===== config.mk =====
export PLATFORM = sky130hd
export DESIGN_NAME = imem_loader
export DESIGN_NICKNAME = d
export VERILOG_FILES = /design/src/rtl/imem_loader.sv
export SDC_FILE = /design/constraint.sdc
export NUM_CORES = 1
export LEC_CHECK = 0
export CELL_PAD_IN_SITES_DETAIL_PLACEMENT = 2
export CELL_PAD_IN_SITES_GLOBAL_PLACEMENT = 2
export CORE_ASPECT_RATIO = 1.75
export CORE_UTILIZATION = 34
export CTS_CLUSTER_SIZE = 20
export DETAILED_ROUTE_END_ITERATION = 8
export GPL_ROUTABILITY_DRIVEN = 0
export HOLD_SLACK_MARGIN = 0.12
export PLACE_DENSITY_LB_ADDON = 0.1
export REMOVE_ABC_BUFFERS = 1
export SYNTH_ARGS = -nofsm -noshare
export SYNTH_HDL_FRONTEND = slang
export SYNTH_SLANG_ARGS = --single-unit

===== constraint.sdc =====
create_clock -name clk -period 8.55 [get_ports clk]
set_input_delay 1.71 -clock clk [delete_from_list [all_inputs] [get_ports clk]]
set_output_delay 1.71 -clock clk [all_outputs]
set_load 0.005 [all_outputs]

===== src/rtl/imem_loader.sv =====
// Instruction-memory loader: accepts a length-prefixed, checksummed byte stream,
// writes the payload to ascending byte addresses and holds the CPU until it verifies.
module imem_loader #(
   parameter int unsigned          ADDR_W    = 32,
   parameter int unsigned          DEPTH     = 4096,
   parameter logic [ADDR_W-1:0]    BASE_ADDR = '0
) (
   input  logic              clk,
   input  logic              rst,
   input  logic              start,
   input  logic              in_valid,
   input  logic [7:0]        in_data,
   output logic              in_ready,
   output logic              mem_we,
   output logic [ADDR_W-1:0] mem_addr,
   output logic [7:0]        mem_wdata,
   output logic              cpu_hold,
   output logic              busy,
   output logic              done,
   output logic              error,
   output logic [ADDR_W-1:0] byte_count
);

   typedef enum logic [2:0] {
      S_IDLE, S_LEN, S_DATA, S_CSUM, S_DONE, S_ERR
   } state_t;

   state_t            state_q, state_d;
   logic [31:0]       len_q, len_d;
   logic [1:0]        hcnt_q, hcnt_d;
   logic [7:0]        sum_q, sum_d;
   logic [ADDR_W-1:0] cnt_q, cnt_d;
   logic [ADDR_W-1:0] addr_q, addr_d;
   logic [7:0]        wdata_q, wdata_d;
   logic              we_q, we_d;

   logic              take;
   logic [31:0]       len_shift;
   logic [ADDR_W-1:0] cnt_inc;

   assign take      = in_valid & in_ready;
   assign len_shift = {len_q[23:0], in_data};
   assign cnt_inc   = cnt_q + ADDR_W'(1);

   always_comb begin
      state_d = state_q;
      len_d   = len_q;
      hcnt_d  = hcnt_q;
      sum_d   = sum_q;
      cnt_d   = cnt_q;
      addr_d  = addr_q;
      wdata_d = wdata_q;
      we_d    = 1'b0;
      case (state_q)
         S_IDLE, S_DONE, S_ERR: begin
            if (start) begin
               state_d = S_LEN;
               len_d   = '0;
               hcnt_d  = '0;
               sum_d   = '0;
               cnt_d   = '0;
            end
         end
         S_LEN: begin
            if (take) begin
               len_d  = len_shift;
               hcnt_d = hcnt_q + 2'd1;
               // Decide on the fully assembled length at the edge of the 4th byte.
               if (hcnt_q == 2'd3) begin
                  if (len_shift > DEPTH || len_shift[1:0] != 2'b00) state_d = S_ERR;
                  else if (len_shift == 32'd0)                        state_d = S_CSUM;
                  else                                                 state_d = S_DATA;
               end
            end
         end
         S_DATA: begin
            if (take) begin
               we_d    = 1'b1;
               addr_d  = BASE_ADDR + cnt_q;
               wdata_d = in_data;
               sum_d   = sum_q + in_data;
               cnt_d   = cnt_inc;
               if (cnt_inc == ADDR_W'(len_q)) state_d = S_CSUM;
            end
         end
         S_CSUM: begin
            if (take) state_d = ((sum_q + in_data) == 8'd0) ? S_DONE : S_ERR;
         end
         default: state_d = S_IDLE;
      endcase
   end

   always_ff @(posedge clk) begin
      if (rst) begin
         state_q <= S_IDLE;
         len_q   <= '0;
         hcnt_q  <= '0;
         sum_q   <= '0;
         cnt_q   <= '0;
         addr_q  <= '0;
         wdata_q <= '0;
         we_q    <= 1'b0;
      end else begin
         state_q <= state_d;
         len_q   <= len_d;
         hcnt_q  <= hcnt_d;
         sum_q   <= sum_d;
         cnt_q   <= cnt_d;
         addr_q  <= addr_d;
         wdata_q <= wdata_d;
         we_q    <= we_d;
      end
   end

   assign in_ready   = (state_q == S_LEN) || (state_q == S_DATA) || (state_q == S_CSUM);
   assign busy       = in_ready;
   assign done       = (state_q == S_DONE);
   assign error      = (state_q == S_ERR);
   assign cpu_hold   = (state_q != S_DONE);
   assign mem_we     = we_q;
   assign mem_addr   = addr_q;
   assign mem_wdata  = wdata_q;
   assign byte_count = cnt_q;

endmodule


==> results of run 1 <==
-- cell families (layout without fill, tap and decap cells) --
kind of cell | count (synthesis) | after routing | share of synthesized area [%]
buffers and inverters | 67 | 131 | 5.63
flip-flops | 118 | 118 | 38.6
multiplexers | 3 | 3 | 0.512
adder cells (fa/ha/maj) | 10 | 10 | 2.17
XOR/XNOR | 54 | 54 | 7.74
AO/OA/AOI/OAI | 190 | 190 | 18.8
AND/OR/NAND/NOR | 324 | 324 | 26.5
-- worst register-to-register path: stages (launching register included) --
cell and delay [ns]:
sky130_fd_sc_hd__dfxtp_1 0.53, sky130_fd_sc_hd__ha_1 0.34, sky130_fd_sc_hd__nand3_1 0.31, sky130_fd_sc_hd__nor3_4 0.43, sky130_fd_sc_hd__nand3_2 0.29, sky130_fd_sc_hd__nor4_1 0.46, sky130_fd_sc_hd__nor3b_1 0.12, sky130_fd_sc_hd__nor4_1 0.38
sky130_fd_sc_hd__a31oi_1 0.21, sky130_fd_sc_hd__mux2i_1 0.16
-- per-layer routing --
layer  vias up  track usage [%]  part of all wire (%)
met1      3007             26.4                    38
met4         0             14.6                   4.8
li1       2791                -                     -
met2       121             46.6                    55
met5         -                0                     0
met3        51             4.00                   2.4
-- report_power, final --
| group | switching (mW) | internal [mW] | leakage, nW |
|---|---|---|---|
| Sequential | 0.0330 | 0.569 | 0.952 |
| Clock | 0.267 | 0.494 | 0.301 |
| Combinational | 0.211 | 0.108 | 1.47 |
| Total | 0.511 | 1.17 | 2.72 |
-- final cells by class --
cell class                      count  area, um^2
Clock inverter                      8         120
Timing Repair Buffer               95         933
Multi-Input combinational cell    581        3420
Tap cell                          231         289
Sequential cell                   118        2360
Inverter                            5        18.8
Fill cell                        1952        9900
Clock buffer                       23         498
-- state kept, by name (all words and copies together) (netlist names) --
| register | cells |
|---|---|
| mem_addr | 32 |
| sum_q | 8 |
| len_q | 32 |
| byte_count | 32 |
| hcnt_q | 2 |
| state_q | 3 |
| mem_wdata | 8 |
| mem_we | 1 |
-- final timing paths --
| kind | end | slack [ns] | depth (start not counted) |
|---|---|---|---|
| max reg2reg | state_q[0] | 5.19 | 9 |
| max | state_q[0] | 4.31 | 11 |
| min | mem_addr[23] | 0.46 | 2 |
| min reg2reg | mem_addr[23] | 0.46 | 2 |
-- placed cells by master (no fill, tap or decap), drive strengths merged, types with 6 or more instances in the layout --
cell	instances
clkdlybuf4s50	88
nand2	116
xnor2	38
xor2	16
a21oi	86
a22oi	43
nor3	19
or3	11
dfxtp	118
o21ai	25
nand3	21
ha	9
nor2	86
nand3b	6
nand4	13
nor4	17
clkbuf	23
and3	7
a21o	12
buf	7
-- through the flow --
step	std cells	util, %
after floorplan	704	-
after global placement	1030	40.0
after detailed placement	1030	40.0
after CTS	1061	43.6
after global routing	1061	43.6
final	1061	43.6
==> flow_summary.json, run 1 <==
{
  "postRouteAntennaNets": 0,
  "fin_hold_ws_ns": 0.457,
  "synth_flop_cell": "sky130_fd_sc_hd__dfxtp_1",
  "height_of_the_chip_um": 179,
  "critPathKind": "input pin to register",
  "max_cap_violations": 0,
  "worstMarginPinSlew_ns": 0.996,
  "synth-seq-area-share_pct": 38.6,
  "netlist_top_cells_count": "118 x sky130_fd_sc_hd__dfxtp_1, 114 x sky130_fd_sc_hd__nand2_1, 86 x sky130_fd_sc_hd__a21oi_1, 85 x sky130_fd_sc_hd__nor2_1, 43 x sky130_fd_sc_hd__a22oi_1",
  "finalNetCount": 840,
  "synth_area_leaders": "sky130_fd_sc_hd__dfxtp_1 39%, sky130_fd_sc_hd__a21oi_1 7.0%, sky130_fd_sc_hd__nand2_1 7.0%",
  "setup-violations-final": 0,
  "static-leakage-power_nw": 2.72,
  "maxSlewHeadroom_pct": 33.4,
  "crit_buf_inv": 1,
  "avgViaCountPerCell": 5.63,
  "start_kind": "input pin",
  "track_usage_pct": 25.3,
  "synth-edff-count": 0,
  "final_count_of_hold_timing_violations": 0,
  "worst_r2r_src": "byte_count[0]",
  "initial_antenna_violation_count": 0,
  "initial_utilization_pct": 34.9,
  "firstDrtPassIters": 5,
  "final_area_um2": 7640,
  "cts_hold_buffers": 0,
  "holdCritPathClass": "register to register",
  "crit_chain": "clkdlybuf4s50_1 > ha_1 > fa_1 > a21o_1 > a21oi_1 > o21bai_1 > a21oi_1 > xnor2_1 > or4_1 > o31ai_1 > mux2i_1",
  "cts_buffer_depth": 2,
  "worst_skew_pair.late_latency_ns": 0.42,
  "critPathTopFamily": "compound AO/OA/AOI/OAI gates",
  "grt_overflow": 0,
  "worst_clock_skew_ns": 0.00844,
  "tns_ns": 0,
  "routedWlPerCell_um": 20.9,
  "global_route_wire_length_before_repair_mm": 35.1,
  "postLayoutSetupSlackWorst_ns": 4.31,
  "yosys_register_bits": 118,
  "die_width_um": 103,
  "antenna_cells": 0,
  "path_clk_slew_ns": 0.06,
  "fraction_of_layout_cells_with_a_size_suffix_above_1_pct": 7.35,
  "critical_path.max_stage_delay_ns": 0.53,
  "crit_slowest_cell": "sky130_fd_sc_hd__or4_1",
  "floorplan.die_area_um2": 18500,
  "postCtsResizedCells": 0,
  "fp.coreArea_um2": 17500,
  "synthToLayoutAreaGrowth_pct": 25.0,
  "tritoncts": "built",
  "synth_cells": 766,
  "cts-htree-levels": 4,
  "max_clock_freq_mhz": 236,
  "power_density_nw_per_um2": 220,
  "grt_max_degree": 77,
  "detailedPlacementHpwl_mm": 15.1,
  "tmin_final_ns": 4.24,
  "grt_pass1_vias": 6466,
  "cts.sinks": 118,
  "rsz0062_at_grt": "no",
  "postCtsSetupBuffers": 0,
  "ys_types": 62,
  "floorplan.io_pins": 90,
  "timing.hold.worst.start": "mem_addr[23]",
  "drtIter0Drc": 180,
  "placed_area_um2": 7020,
  "timing.critical_path.from": "in_data[0]",
  "ys_warn_count": 0,
  "outcome": "finished, final reports clean",
  "detail_route.wirelength_mm": 22.2,
  "routed-via-count": 5970,
  "clk_root_buffer_cell": "sky130_fd_sc_hd__clkbuf_16",
  "io_buffer_count": 89,
  "fp-row-count": 64,
  "timing.critical_path.mode_cell": "sky130_fd_sc_hd__a21oi_1",
  "cell_type_contributing_the_most_total_cell_area_after_synthesis": "sky130_fd_sc_hd__dfxtp_1",
  "report.power.total_mw": 1.68,
  "synth_most_common_cell": "sky130_fd_sc_hd__dfxtp_1",
  "worst_ep_arrival_time_ns": 4.54,
  "crit_fanout": 5,
  "syn_area_um2": 6110,
  "numCtsBuffers": 17,
  "worstPathRequired_ns": 8.84,
  "async_s_r_ff_share_synth_pct": 0,
  "critPathCaptureType": "register",
  "place_worst_setup_slack_ns": 3.90,
  "final_min_period_over_clock_period_pct": 49.6,
  "count_of_unresolved_drc_violations_after_routing": 0,
  "irDropWorstVdd_mv": 0.110,
  "avgSynthCellArea_um2": 7.98,
  "netlist.area_leader.share_pct": 38.6,
  "timing.final.max_slew_violations": 0
}
Note: power is estimated with default switching activity, not from simulation.
==> inputs of run 2 (changes only) <==
CORE_UTILIZATION = 29   (was 34)
clock period = 3.6 ns   (was 8.55 ns; I/O delays follow)
==> run 2 against run 1 <==
- the flow now finishes with violations (design-rule violations)
- critical path depth is the same
- worst setup slack lost 3.9 ns
- sequential share of layout area shrank 0.88 points
- register-to-register slack lost 4.8 ns
- largest cell class unchanged
- highest routed layer unchanged
==> flow_summary.json, run 2 (synthesized netlist as in run 1, its figures left out) <==
{
  "cts_buffer_depth": 2,
  "power_density_nw_per_um2": 511,
  "clk_root_buffer_cell": "sky130_fd_sc_hd__clkbuf_16",
  "drtIter0Drc": 160,
  "firstDrtPassIters": 6,
  "count_of_unresolved_drc_violations_after_routing": 3,
  "avgViaCountPerCell": 5.44,
  "switching_share_pct": 30.3,
  "worst_clock_skew_ns": 0.00611,
  "timing.hold.worst.start": "mem_addr[22]",
  "initial_antenna_violation_count": 0,
  "height_of_the_chip_um": 194,
  "grt_max_degree": 67,
  "floorplan.io_pins": 90,
  "worst_ep_arrival_time_ns": 3.47,
  "detailedPlacementHpwl_mm": 15.7,
  "grt_overflow": 0,
  "fp.coreArea_um2": 20500,
  "cell_internal_pwr_mw": 2.80,
  "rsz0062_at_grt": "no",
  "die_width_um": 112,
  "maxSlewHeadroom_pct": 47.0,
  "cts.sinks": 118,
  "failed_checks": "design-rule violations",
  "track_usage_pct": 21.1,
  "start_kind": "input pin",
  "timing.critical_path.from": "in_data[0]",
  "antenna_cells": 0,
  "worstMarginPinSlew_ns": 0.794,
  "fraction_of_layout_cells_with_a_size_suffix_above_1_pct": 9.95,
  "tritoncts": "built",
  "post_layout_nonfiller_instances": 1102,
  "critPathCaptureType": "register",
  "place_inst": 1070,
  "timing.final.max_slew_violations": 0,
  "floorplan.die_area_um2": 21700,
  "worst_skew_pair.late_latency_ns": 0.43,
  "setup-violations-final": 0,
  "static-leakage-power_nw": 2.85,
  "cts-htree-levels": 4,
  "outcome": "finished with violations",
  "combPwrFrac_pct": 19.4,
  "worst_r2r_src": "byte_count[1]",
  "postCtsResizedCells": 0,
  "max_clock_freq_mhz": 316,
  "routedWlPerCell_um": 19.8,
  "fp-row-count": 69,
  "io_buffer_count": 89,
  "mostFrequentLayoutCells": "118 x sky130_fd_sc_hd__dfxtp_1, 113 x sky130_fd_sc_hd__nand2_1, 88 x sky130_fd_sc_hd__clkdlybuf4s50_1",
  "cts_hold_buffers": 0,
  "final_min_period_over_clock_period_pct": 88.0,
  "global_route_wire_length_before_repair_mm": 35.9,
  "fin_util_pct": 38.4,
  "postRouteAntennaNets": 0,
  "mostFrequentLayoutCell": "sky130_fd_sc_hd__dfxtp_1",
  "fin_hold_ws_ns": 0.451,
  "detail_route.wirelength_mm": 21.8,
  "postCtsSetupBuffers": 0,
  "numCtsBuffers": 17,
  "finalNetCount": 863,
  "power.sequential.fraction_pct": 35.3,
  "synthToLayoutAreaGrowth_pct": 28.7,
  "tmin_final_ns": 3.17,
  "holdCritPathClass": "register to register",
  "switching_power_of_the_nets_mw": 1.22,
  "worstPathRequired_ns": 3.90,
  "initial_utilization_pct": 29.9,
  "final_count_of_hold_timing_violations": 0,
  "critPathKind": "input pin to register",
  "irDropWorstVdd_mv": 0.217,
  "max_cap_violations": 0,
  "crit_fanout": 2,
  "power_frac_clock_pct": 45.4,
  "path_clk_slew_ns": 0.05,
  "grt_pass1_vias": 6617,
  "routed-via-count": 5999
}
run 2: final cells by class:
type                            instances  area, um^2
Tap cell                              248         310
Clock inverter                         13         180
Clock buffer                           19         443
Fill cell                            2326       12600
Sequential cell                       118        2360
Multi-Input combinational cell        581        3420
Inverter                                5        18.8
Timing Repair Buffer                  118        1130
run 2: worst max-delay path, cell delays in order:
cell and delay, ns:
sky130_fd_sc_hd__clkdlybuf4s50_1 0.43, sky130_fd_sc_hd__ha_1 0.23, sky130_fd_sc_hd__fa_1 0.40, sky130_fd_sc_hd__a21o_1 0.20, sky130_fd_sc_hd__a21oi_1 0.24, sky130_fd_sc_hd__o21bai_1 0.11
sky130_fd_sc_hd__a21oi_1 0.19, sky130_fd_sc_hd__xnor2_1 0.12, sky130_fd_sc_hd__or4_1 0.52, sky130_fd_sc_hd__o31ai_1 0.22, sky130_fd_sc_hd__mux2i_1 0.10
run 2: worst paths after layout:
check	endpoint	slack, ns	cells after the start
min	mem_addr[22]	0.45	2
max reg2reg	state_q[0]	0.44	10
max	state_q[0]	0.43	11
min reg2reg	mem_addr[22]	0.45	2
run 2: power groups by stage:
| stage | Combinational [mW] | Clock [mW] | Sequential [mW] |
|---|---|---|---|
| final | 0.779 | 1.82 | 1.42 |
| after global placement | 0.758 | 0 | 1.44 |
| after global routing | 0.860 | 1.92 | 1.43 |
| after floorplan | 0.432 | 0 | 1.42 |
| after CTS | 0.798 | 1.87 | 1.42 |
| after detailed placement | 0.793 | 0 | 1.45 |
run 2: routing by layer:
metal	vias to the layer above	track usage, %	wire length (um)
li1	2840	-	-
met1	3026	21.8	8380
met2	90	40.5	12300
met3	43	3.41	458
met4	0	9.86	700
met5	-	0	0
run 2: through the flow:
| stage | cell area (um^2) | TNS (ns) | worst slack (ns) | power (mW) |
|---|---|---|---|---|
| 2_1_floorplan | 5790 | 0 | 0.694 | 1.86 |
| 3_5_place_dp | 7240 | -0.0429 | -0.0429 | 2.24 |
| 6_report | 7870 | 0 | 0.431 | 4.02 |
| 3_3_place_gp | 7240 | 0 | 0.0822 | 2.20 |
| 4_1_cts | 7870 | 0 | 0.449 | 4.09 |
| 5_1_grt | 7870 | 0 | 0.208 | 4.21 |
==> inputs of run 3 (changes only) <==
CORE_MARGIN = 2   (was not set)
==> run 3 against run 2 <==
- combinational power grew 0.5%
- non-clock buffer count shrank 2
- worst hold slack gained 0.0027 ns
- total power grew 0.53%
- clock skew grew 0.0011 ns
- critical endpoint unchanged
- clock power is essentially flat
- via count shrank 0.22%
- utilization shrank 0.55 points
- final cell count grew 0.18%
- the run now ends clean
- maximum frequency shrank 2.8%
- count of clock-buffer cells in the layout grew 1
==> flow_summary.json, run 3 (synthesized netlist as in run 1, its figures left out) <==
{
  "outcome": "finished, final reports clean",
  "finalNetCount": 861,
  "max_clock_freq_mhz": 307,
  "tns_ns": 0,
  "count_of_unresolved_drc_violations_after_routing": 0,
  "worstPathRequired_ns": 3.90,
  "initial_antenna_violation_count": 0,
  "floorplan.die_area_um2": 22300,
  "mostFrequentLayoutCells": "118 x sky130_fd_sc_hd__dfxtp_1, 113 x sky130_fd_sc_hd__nand2_1, 88 x sky130_fd_sc_hd__clkdlybuf4s50_1",
  "detailed_routed_wire_length_on_met2_mm": 12.9,
  "ff2ff_setup_slack_ns": 0.34,
  "rsz0062_at_grt": "no",
  "floorplan.io_pins": 90,
  "numCtsBuffers": 17,
  "holdCritPathClass": "register to register",
  "postCtsResizedCells": 0,
  "place_worst_setup_slack_ns": 0.00988,
  "critPathCaptureType": "register",
  "antenna_cells": 0,
  "drtIter0Drc": 241,
  "initial_utilization_pct": 29.5,
  "worst_clock_skew_ns": 0.00726,
  "maxUsedRoutingLayer": "met4",
  "critPathKind": "register to register",
  "fp-row-count": 70,
  "m1WireLength_mm": 8.71,
  "postCtsSetupBuffers": 0,
  "maxSlewHeadroom_pct": 51.2,
  "timing.final.max_slew_violations": 0,
  "fp.coreArea_um2": 20800,
  "cts-htree-levels": 4,
  "tritoncts": "built",
  "setup-violations-final": 0,
  "die_width_um": 114,
  "crit_fanout": 7,
  "avgViaCountPerCell": 5.42,
  "start_kind": "register",
  "firstDrtPassIters": 4,
  "fin_hold_ws_ns": 0.454,
  "tmin_final_ns": 3.26,
  "max_cap_violations": 0,
  "postRouteAntennaNets": 0,
  "routed-via-count": 5986,
  "worstMarginPinSlew_ns": 0.725,
  "routedWlPerCell_um": 20.4,
  "height_of_the_chip_um": 196,
  "cts_buffer_depth": 2,
  "static-leakage-power_nw": 2.84,
  "grt_overflow": 0,
  "met3_length_um": 472,
  "irDropWorstVdd_mv": 0.327,
  "power_density_nw_per_um2": 514,
  "io_buffer_count": 89,
  "synthToLayoutAreaGrowth_pct": 28.7,
  "clk_root_buffer_cell": "sky130_fd_sc_hd__clkbuf_16",
  "detailedPlacementHpwl_mm": 16.0,
  "detail_route.wirelength_mm": 22.6,
  "layout.filler_cells": 2338,
  "path_clk_slew_ns": 0.06,
  "cts_hold_buffers": 0,
  "worst_skew_pair.late_latency_ns": 0.43,
  "grt_max_degree": 68,
  "worst_ep_arrival_time_ns": 3.56,
  "mostFrequentLayoutCell": "sky130_fd_sc_hd__dfxtp_1",
  "final_min_period_over_clock_period_pct": 90.5,
  "cts.sinks": 118,
  "global_route_wire_length_before_repair_mm": 36.6,
  "fin_util_pct": 37.9,
  "postLayoutSetupSlackWorst_ns": 0.340,
  "track_usage_pct": 21.0,
  "final_count_of_hold_timing_violations": 0,
  "grt_pass1_vias": 6653,
  "report.power.total_mw": 4.04,
  "fraction_of_layout_cells_with_a_size_suffix_above_1_pct": 9.74
}
-- run 3: cell count changes in the layout (fill, tap and decap cells not counted) --
| cell | previous run | this run |
|---|---|---|
| sky130_fd_sc_hd__buf_4 | 28 | 26 |
| sky130_fd_sc_hd__clkbuf_8 | 1 | 2 |
| sky130_fd_sc_hd__clkinv_2 | 4 | 3 |
| sky130_fd_sc_hd__clkinv_4 | 2 | 3 |
| sky130_fd_sc_hd__clkinvlp_4 | 3 | 2 |
-- run 3: per-layer routing --
layer | vias up | GRT usage (%)
li1 | 2837 | -
met4 | 0 | 7.63
met1 | 3022 | 21.7
met5 | - | 0
met2 | 94 | 41.5
met3 | 33 | 3.40
-- run 3: worst paths after layout --
kind             endpoint           from  depth (start not counted)
max            state_q[0]  byte_count[1]                         10
min          mem_addr[27]   mem_addr[27]                          2
min reg2reg  mem_addr[27]   mem_addr[27]                          2
max reg2reg    state_q[0]  byte_count[1]                         10
-- run 3: power breakdown --
part | switching [mW] | internal, mW
clock network | 0.647 | 1.19
registers | 0.0705 | 1.35
logic | 0.497 | 0.286
total | 1.22 | 2.83
-- run 3: worst max-delay path, cell delays in order (launching register included) --
cell                       delay [ns]
sky130_fd_sc_hd__dfxtp_1         0.47
sky130_fd_sc_hd__ha_1            0.31
sky130_fd_sc_hd__nand3_1         0.19
sky130_fd_sc_hd__nor3_4          0.40
sky130_fd_sc_hd__nand3_2         0.30
sky130_fd_sc_hd__a211oi_1        0.39
sky130_fd_sc_hd__a31oi_1         0.11
sky130_fd_sc_hd__nor4_1          0.47
sky130_fd_sc_hd__buf_4           0.19
sky130_fd_sc_hd__a31oi_1         0.13
sky130_fd_sc_hd__mux2i_1         0.16
-- run 3: through the flow --
| step | std cells | instance area [um^2] |
|---|---|---|
| after CTS | 1104 | 7870 |
| after global placement | 1072 | 7230 |
| after global routing | 1104 | 7870 |
| after floorplan | 704 | 5790 |
| final | 1104 | 7870 |
| after detailed placement | 1072 | 7230 |
-- run 3: area by class of cell --
type | instances | area (um^2) | area share, %
clock inverter | 12 | 176 | 2.24
multi-input combinational | 581 | 3420 | 43.5
tap | 252 | 315 | 4.01
inverter | 5 | 18.8 | 0.239
sequential | 118 | 2360 | 30.0
timing repair buffer | 116 | 1120 | 14.2
clock buffer | 20 | 457 | 5.81
